### src/rtl/gbe_rx_pkg.sv
// Shared GMII receive constants and the frame parser state encoding.
package gbe_rx_pkg;

    localparam logic [7:0]  PREAMBLE    = 8'h55;
    localparam logic [7:0]  SFD         = 8'hD5;
    localparam logic [31:0] CRC_INIT    = 32'hFFFFFFFF;
    localparam logic [31:0] CRC_RESIDUE = 32'hC704DD7B;
    localparam logic [31:0] CRC_POLY    = 32'h04C11DB7;

    typedef enum logic [1:0] {
        ST_IDLE     = 2'd0,
        ST_PREAMBLE = 2'd1,
        ST_FRAME    = 2'd2,
        ST_DROP     = 2'd3
    } rx_state_t;

endpackage

### src/rtl/crc32_d8.sv
// Combinational Ethernet CRC-32 step for one byte, data taken LSB first.
module crc32_d8
    import gbe_rx_pkg::*;
(
    input  logic [31:0] crc,
    input  logic [7:0]  data,
    output logic [31:0] crc_next
);

    // MSB-first register fed with the byte LSB first: over data+FCS this lands on CRC_RESIDUE.
    always_comb begin
        crc_next = crc;
        for (int i = 0; i < 8; i++) begin
            if (crc_next[31] ^ data[i]) begin
                crc_next = {crc_next[30:0], 1'b0} ^ CRC_POLY;
            end else begin
                crc_next = {crc_next[30:0], 1'b0};
            end
        end
    end

endmodule

### src/rtl/gmii_rx_frame_parser.sv
// GMII receive frame parser: strips preamble/SFD and FCS, checks CRC, length and ER.
// rx_valid_o qualifies rx_data_o/rx_sof_o/rx_eof_o; there is no backpressure, every beat must be taken.
module gmii_rx_frame_parser
    import gbe_rx_pkg::*;
#(
    parameter int MIN_FRAME_LEN = 64,
    parameter int MAX_FRAME_LEN = 1518
) (
    input  logic        GMII_RX_CLK_i,
    input  logic        reset_n,
    input  logic [7:0]  GMII_RX_RXD_i,
    input  logic        GMII_RX_DV_i,
    input  logic        GMII_RX_ER_i,
    output logic [7:0]  rx_data_o,
    output logic        rx_valid_o,
    output logic        rx_sof_o,
    output logic        rx_eof_o,
    output logic        rx_stat_valid_o,
    output logic        rx_stat_good_o,
    output logic        rx_stat_crc_err_o,
    output logic        rx_stat_len_err_o,
    output logic        rx_stat_gmii_err_o,
    output logic [10:0] rx_stat_len_o
);

    localparam logic [10:0] MIN_LEN = 11'(MIN_FRAME_LEN);
    localparam logic [10:0] MAX_LEN = 11'(MAX_FRAME_LEN);
    localparam logic [10:0] LEN_SAT = 11'h7FF;

    rx_state_t      state;
    logic           dv_d;
    logic [10:0]    len;
    logic [31:0]    crc;
    logic [31:0]    crc_next;
    logic           gmii_err;
    logic [4:0][7:0] dline;
    logic           start;
    logic           end_crc_err;
    logic           end_len_err;

    crc32_d8 u_crc32_d8 (
        .crc      (crc),
        .data     (GMII_RX_RXD_i),
        .crc_next (crc_next)
    );

    assign start       = GMII_RX_DV_i && !dv_d;
    assign end_crc_err = (crc != CRC_RESIDUE) || (len < 11'd5);
    assign end_len_err = (len < MIN_LEN) || (len > MAX_LEN);

    always_ff @(posedge GMII_RX_CLK_i or negedge reset_n) begin
        if (!reset_n) begin
            state              <= ST_IDLE;
            dv_d               <= 1'b1;
            len                <= '0;
            crc                <= CRC_INIT;
            gmii_err           <= 1'b0;
            dline              <= '0;
            rx_data_o          <= '0;
            rx_valid_o         <= 1'b0;
            rx_sof_o           <= 1'b0;
            rx_eof_o           <= 1'b0;
            rx_stat_valid_o    <= 1'b0;
            rx_stat_good_o     <= 1'b0;
            rx_stat_crc_err_o  <= 1'b0;
            rx_stat_len_err_o  <= 1'b0;
            rx_stat_gmii_err_o <= 1'b0;
            rx_stat_len_o      <= '0;
        end else begin
            dv_d            <= GMII_RX_DV_i;
            rx_valid_o      <= 1'b0;
            rx_sof_o        <= 1'b0;
            rx_eof_o        <= 1'b0;
            rx_stat_valid_o <= 1'b0;
            case (state)
                ST_IDLE, ST_PREAMBLE: begin
                    if ((state == ST_IDLE && start) || (state == ST_PREAMBLE && GMII_RX_DV_i)) begin
                        if (GMII_RX_RXD_i == PREAMBLE) begin
                            state <= ST_PREAMBLE;
                        end else if (GMII_RX_RXD_i == SFD) begin
                            state    <= ST_FRAME;
                            crc      <= CRC_INIT;
                            len      <= '0;
                            gmii_err <= 1'b0;
                        end else begin
                            state <= ST_DROP;
                        end
                    end else if (state == ST_PREAMBLE) begin
                        state <= ST_IDLE;
                    end
                end
                ST_FRAME: begin
                    if (GMII_RX_DV_i) begin
                        crc   <= crc_next;
                        dline <= {dline[3:0], GMII_RX_RXD_i};
                        if (len != LEN_SAT) len <= len + 11'd1;
                        if (GMII_RX_ER_i) gmii_err <= 1'b1;
                        // Delay line full: the byte falling out is known not to be FCS.
                        if (len >= 11'd5) begin
                            rx_valid_o <= 1'b1;
                            rx_data_o  <= dline[4];
                            rx_sof_o   <= (len == 11'd5);
                        end
                    end else begin
                        state <= ST_IDLE;
                        if (len >= 11'd5) begin
                            rx_valid_o <= 1'b1;
                            rx_data_o  <= dline[4];
                            rx_sof_o   <= (len == 11'd5);
                            rx_eof_o   <= 1'b1;
                        end
                        rx_stat_valid_o    <= 1'b1;
                        rx_stat_crc_err_o  <= end_crc_err;
                        rx_stat_len_err_o  <= end_len_err;
                        rx_stat_gmii_err_o <= gmii_err;
                        rx_stat_good_o     <= !(end_crc_err || end_len_err || gmii_err);
                        rx_stat_len_o      <= len;
                    end
                end
                ST_DROP: begin
                    if (!GMII_RX_DV_i) state <= ST_IDLE;
                end
                default: state <= ST_IDLE;
            endcase
        end
    end

endmodule

### config.mk
export PLATFORM = sky130hd
export DESIGN_NAME = gmii_rx_frame_parser
export DESIGN_NICKNAME = d
export VERILOG_FILES = /design/src/rtl/gbe_rx_pkg.sv /design/src/rtl/crc32_d8.sv /design/src/rtl/gmii_rx_frame_parser.sv
export SDC_FILE = /design/constraint.sdc
export NUM_CORES = 1
export LEC_CHECK = 0
export CORE_ASPECT_RATIO = 0.6
export CORE_MARGIN = 2
export CORE_UTILIZATION = 35
export DETAILED_ROUTE_END_ITERATION = 10
export GPL_TIMING_DRIVEN = 0
export HOLD_SLACK_MARGIN = 0.05
export PLACE_DENSITY = 0.51
export SLEW_MARGIN = 5
export SYNTH_ARGS = -nofsm -noshare
export SYNTH_HDL_FRONTEND = slang
export SYNTH_SLANG_ARGS = --single-unit
### constraint.sdc
create_clock -name GMII_RX_CLK_i -period 2.36 [get_ports GMII_RX_CLK_i]
set_input_delay 0.236 -clock GMII_RX_CLK_i [delete_from_list [all_inputs] [get_ports GMII_RX_CLK_i]]
set_output_delay 0.236 -clock GMII_RX_CLK_i [all_outputs]
set_load 0.005 [all_outputs]
== Word-level counts from Yosys, hierarchy flattened ==
Cells that the tools add are included.
W data, S select, Z words.

* Register bits after elaboration: 114
* Input port bits: 12
* Output and inout port bits: 27
* Word-level logic and storage cells: 118

* Eq/ne operators: 16
* Mux-type cells: 39
* Bitwise gates (word level): 17
* Add/subtract/negate cells: 1
* Magnitude comparators: 4
* Reduce and logical (&&, ||, !) cells: 21

{| class="wikitable"
|+ Operators with widths
! cell !! number
|-
| $mux W27 || 8
|-
| $mux W32 || 4
|-
| $not A14 Y14 || 8
|-
| $pmux W32 S2 || 1
|-
| $mux W11 || 5
|-
| $ne A32 B32 Y1 const B || 1
|-
| $pmux W11 S2 || 1
|-
| $mux W1 || 14
|-
| $ne A2 B2 Y1 const B || 7
|-
| $reduce_and A6 Y1 || 2
|-
| $add A11 B1 Y11 const B || 1
|-
| $eq A11 B3 Y1 const B || 1
|-
| $ge A11 B3 Y1 const B || 1
|-
| $gt A11 B11 Y1 const B || 1
|-
| $lt A11 B3 Y1 const B || 1
|-
| $lt A11 B7 Y1 const B || 1
|-
| $ne A11 B11 Y1 const B || 1
|-
| $eq A8 B7 Y1 const B || 1
|-
| $eq A8 B8 Y1 const B || 1
|-
| $mux W2 || 4
|-
| $reduce_and A2 Y1 || 4
|-
| $xor A1 B1 Y1 || 8
|-
| $logic_or A1 B1 Y1 || 5
|-
| $reduce_and A5 Y1 || 1
|-
| other kinds (11) || 16
|}

== Depth between registers and ports, before layout ==
* Depth after elaboration: 18
* Mapped depth: 8
* Depth with buffers taken out: 6

== Hierarchy ==
From an unflattened synthesis, not the netlist that was laid out.

* Cells, all modules: 534
* Area, all modules: 5,846.9 um^2

{| class="wikitable"
|+ Modules (own cells, without submodules)
! module !! times used !! area an instance (um^2) !! cells each
|-
| gmii_rx_frame_parser || 1 || 4,857.2 || 471
|-
| crc32_d8 || 1 || 989.7 || 63
|}

== Worst setup path after synthesis ==
OpenSTA, ideal clock, no wires.

* Path type: flip-flop to flip-flop
* Start: register len[6]
* End: register rx_data_o[0]
* Cell stages (with the launch flop): 7
* Path buffers: 1
* Arrival time: 1.953 ns
* Period minus slack after synthesis: 2.078 ns
* Setup slack: 0.282 ns
* Required time: 2.235 ns
* Cells stage by stage: dfrtp_1 > buf_6 > or4_4 > or3_4 > nor2_4 > a21oi_4 > mux2_4

* Longest elaborated chain between the ends: 2

{| class="wikitable"
|+ Ends and longest elaborated chain
! element !! line !! RTL
|-
| from (decl) || gmii_rx_frame_parser.sv:32 || <nowiki>logic [10:0] len;</nowiki>
|-
| from (signal assigned) || gmii_rx_frame_parser.sv:96 || <nowiki>if (len != LEN_SAT) len <= len + 11'd1;</nowiki>
|-
| $ge A11 B3 Y1 || gmii_rx_frame_parser.sv:99, gmii_rx_frame_parser.sv:106 ||
|-
| $reduce_and A2 Y1 (no line) || -- ||
|-
| to (signal assigned) || gmii_rx_frame_parser.sv:101 || <nowiki>rx_data_o <= dline[4];</nowiki>
|-
| to (signal assigned) || gmii_rx_frame_parser.sv:108 || <nowiki>rx_data_o <= dline[4];</nowiki>
|-
| to (decl) || gmii_rx_frame_parser.sv:14 || <nowiki>output logic [7:0] rx_data_o,</nowiki>
|}

No other way between the ends.
A chain may end at the register's enable or synchronous reset.

== Final worst setup path ==
* Start: register len[6]
* End: register rx_data_o[6]

Same word-level chain as after synthesis.

==> results.md <==
* Worst Tran Pin Value at 0.729 ns
* Largest family of logic cells by synthesized area: simple AND/OR/NAND/NOR gates
* Area share of xor/xnor cells in the synthesized design at 0.127
* H-Tree Depth at 4
* Fraction of the yosys area taken by sequential cells at 0.534
* Final Cycle Share at 0.951
* Clock Pin Slew Worst Setup and Hold Paths at 0.06 ns
* Final core utilization at 0.441
* Via-per-instance ratio at 4.88
* Worst slack after detailed placement at -0.211 ns
* WP data required at 2.65 ns
* Post-Synth Adder-Cell Area at 0.00462
* Simple-Gate Fraction of Synth Area at 0.168
* Clock period minus worst slack at 2.25 ns
* Post-synth EDFFs at 0
* First-pass GRT wire length at 20.8 mm
* Worst-case vdd ir drop at 538 µV
* Nets@finish at 571
* CTS tree: yes
* Average wire per cell in the routed design at 16.2 µm
* Worst clock skew at 0.00810 ns
* Top cell type by total area after synthesis: sky130_fd_sc_hd__dfrtp_1
* Worst endpoint data arrival time at 2.54 ns
* Most common cell in the netlist: sky130_fd_sc_hd__nand2_1
* Final instance count without filler cells at 773
* Yosys reg bits at 114
* Count of antenna diodes in the layout at 0
* Dpl cell area at 6080 µm²
* Async set-reset flop share out of synthesis at 1.00
* Detailed placement HPWL at 8.61 mm
* Max Fclk at 0.445 GHz
* Total congestion overflow at 0
* Synth Warn # at 0
* Max Cap Violations at 0
* Most instantiated cells after synthesis: sky130_fd_sc_hd__nand2_1, sky130_fd_sc_hd__dfrtp_1, sky130_fd_sc_hd__xnor2_1
* CTS sink count at 114
* Layout-stage area growth over the synthesis result at 24.0%
* Global routing usage summed across all routing layers at 0.164
* Die area at 16500 µm²
* Total number of vias at 3773
* First-pass iteration count of the detailed router at 4
* Total CTS buffers at 17
* Leading register cell type out of synthesis: sky130_fd_sc_hd__dfrtp_1
* Die outline height at 100 µm
* Clock tree buffer depth at 2
* Combined area of all synthesized cells at 5420 µm²
* Cells after Synth at 497
* Share of cells above drive strength 1 at 0.209
* Die W at 165 µm
* Setup repair after global routing missed its margin: no
* Number of antenna-violating nets in the routed design at 0
* Placeable Area at 15200 µm²
* Number of violations reported at the end of detailed-routing iteration 0 at 283
* Smallest hold slack at 0.322 ns
* Largest cells by area after synthesis: sky130_fd_sc_hd__dfrtp_1, sky130_fd_sc_hd__dfstp_2, sky130_fd_sc_hd__nand2_1
* Layout Cell Area excl Fill at 6710 µm²
* Pwr Total at 10.3 mW
* Relative slew slack at 0.511
* Setup Crit Path Kind: register to register
* Total DRC errors in the routed layout at 0
* Row cnt at 35
* Critical Path End Type: register
* Area share of the largest cell type after synthesis at 0.374
* Final-layout setup total negative slack at 0 ns
* Number of cells in the design after placement at 739
* Final-report hold violation count at 0
* Compound-Gate Fraction of Synth Area at 0.0986
* Hold Crit Class: input port to register
* Wire length reported by the detailed router at 12.5 mm
* IO Pins at 39
* Via count of the first global-routing pass at 3879
* Critical path startpoint category: register
* Root buffer cell: sky130_fd_sc_hd__clkbuf_16
* Total power density per cell area at 1540 nW/µm²
* Fin worst setup slack at 0.115 ns
* Number of library cell types mapped by synthesis at 55
* Count of port buffers added during placement at 38
* Fraction of synthesized area in multiplexers at 0.0471
* Average cell area after synthesis at 10.9 µm²
* Effective utilization at floorplan at 0.355
* Leakage dissipation at 2.90 nW
* CP Max Fanout at 10
* Number of max-slew violations in the final report at 0
* Maximum number of pins on one net before global-route repair at 59
* Status: finished, final reports clean
* Antenna violations before repair at 0
* Final RePlAce weighted congestion at 0.838
* Clock latency at the later pin of the worst-skew pair at 0.41 ns
* Final setup vio count at 0
* Synthesized Nets at 511
-- registers in the layout, indices dropped and copies added (netlist names), 2 cells and up --
name,cells
crc,32
dline,40
len,11
rx_data_o,8
rx_stat_len_o,11
state,2
-- worst max-delay path, cell delays in order, from the launching register on --
cell,delay (ns)
sky130_fd_sc_hd__dfrtp_1,0.37
sky130_fd_sc_hd__buf_6,0.13
sky130_fd_sc_hd__or4_4,0.54
sky130_fd_sc_hd__or3_4,0.41
sky130_fd_sc_hd__nor2_4,0.17
sky130_fd_sc_hd__a21oi_4,0.16
sky130_fd_sc_hd__mux2_4,0.33
-- report_power, final --
group	switching, mW	leakage [nW]	internal [mW]
Sequential	0.628	1.37	2.89
Clock	0.979	0.288	1.56
Combinational	2.06	1.25	2.21
-- layout by cell type (no fill, tap or decap), types with 3 or more instances in the layout --
cell type	synthesis	layout
sky130_fd_sc_hd__a21oi_1	5	5
sky130_fd_sc_hd__a2bb2oi_1	25	25
sky130_fd_sc_hd__clkbuf_1	17	10
sky130_fd_sc_hd__clkbuf_16	0	17
sky130_fd_sc_hd__clkbuf_2	0	9
sky130_fd_sc_hd__clkdlybuf4s50_1	0	37
sky130_fd_sc_hd__clkinv_2	0	3
sky130_fd_sc_hd__clkinv_4	0	7
sky130_fd_sc_hd__dfrtp_1	81	81
sky130_fd_sc_hd__dfstp_2	33	33
sky130_fd_sc_hd__inv_1	4	4
sky130_fd_sc_hd__mux2_2	12	12
sky130_fd_sc_hd__mux2_4	8	8
sky130_fd_sc_hd__nand2_1	132	132
sky130_fd_sc_hd__nand2b_1	3	3
sky130_fd_sc_hd__nand3_1	5	5
sky130_fd_sc_hd__nand4_1	6	6
sky130_fd_sc_hd__nand4b_1	3	3
sky130_fd_sc_hd__nor2_1	16	15
sky130_fd_sc_hd__nor2b_1	4	4
sky130_fd_sc_hd__nor3_1	4	4
sky130_fd_sc_hd__nor4_1	4	3
sky130_fd_sc_hd__o211ai_1	3	3
sky130_fd_sc_hd__o21ai_0	6	6
sky130_fd_sc_hd__o22a_1	9	9
sky130_fd_sc_hd__or3_1	5	5
sky130_fd_sc_hd__or4_1	3	3
sky130_fd_sc_hd__xnor2_1	46	46
sky130_fd_sc_hd__xnor2_2	9	9
sky130_fd_sc_hd__xor2_1	14	14
-- final timing paths --
kind | start | endpoint | cells after the start | slack [ns]
max | len[6] | rx_data_o[6] | 6 | 0.11
max reg2reg | len[6] | rx_data_o[6] | 6 | 0.11
min | GMII_RX_DV_i | dv_d | 1 | 0.32
min reg2reg | dline[11] | dline[19] | 2 | 0.46
min in group asynchronous | reset_n | rx_stat_len_o[7] | 2 | 0.35
max in group asynchronous | reset_n | crc[20] | 3 | 1.30
-- routing by layer --
layer  routed length (µm)  GRT usage  vias up
li1                     -          -     1827
met1                 6600      0.247     1848
met2                 5170      0.223       85
met3                  612     0.0417       13
met4                  126     0.0609        0
met5                    0          0        -
-- cell families (layout without fill, tap and decap cells) --
family	count (synthesis)	count (layout)
AO/OA/AOI/OAI	66	66
XOR/XNOR	70	70
adder cells (fa/ha/maj)	2	2
buffers and inverters	27	100
flip-flops	114	114
multiplexers	20	20
AND/OR/NAND/NOR	198	198
-- area by class of cell --
type	count	area [µm²]
Buffer	23	108
Clock buffer	17	425
Clock inverter	15	161
Fill cell	1425	8530
Inverter	4	15.0
Multi-Input combinational cell	356	2430
Sequential cell	114	2890
Tap cell	203	254
Timing Repair Buffer	41	427
-- repair_timing --
| action | 4_1_cts | 5_1_grt |
|---|---|---|
| endpoints found under the setup margin | 60 | 64 |
| pin swaps | 0 | 1 |
| endpoints found under the hold margin | 28 | 0 |
| hold buffers | 1 | 0 |
| gates resized for setup | 3 | 16 |
| setup buffers | 0 | 1 |
Power figures use the tool's default switching activity.
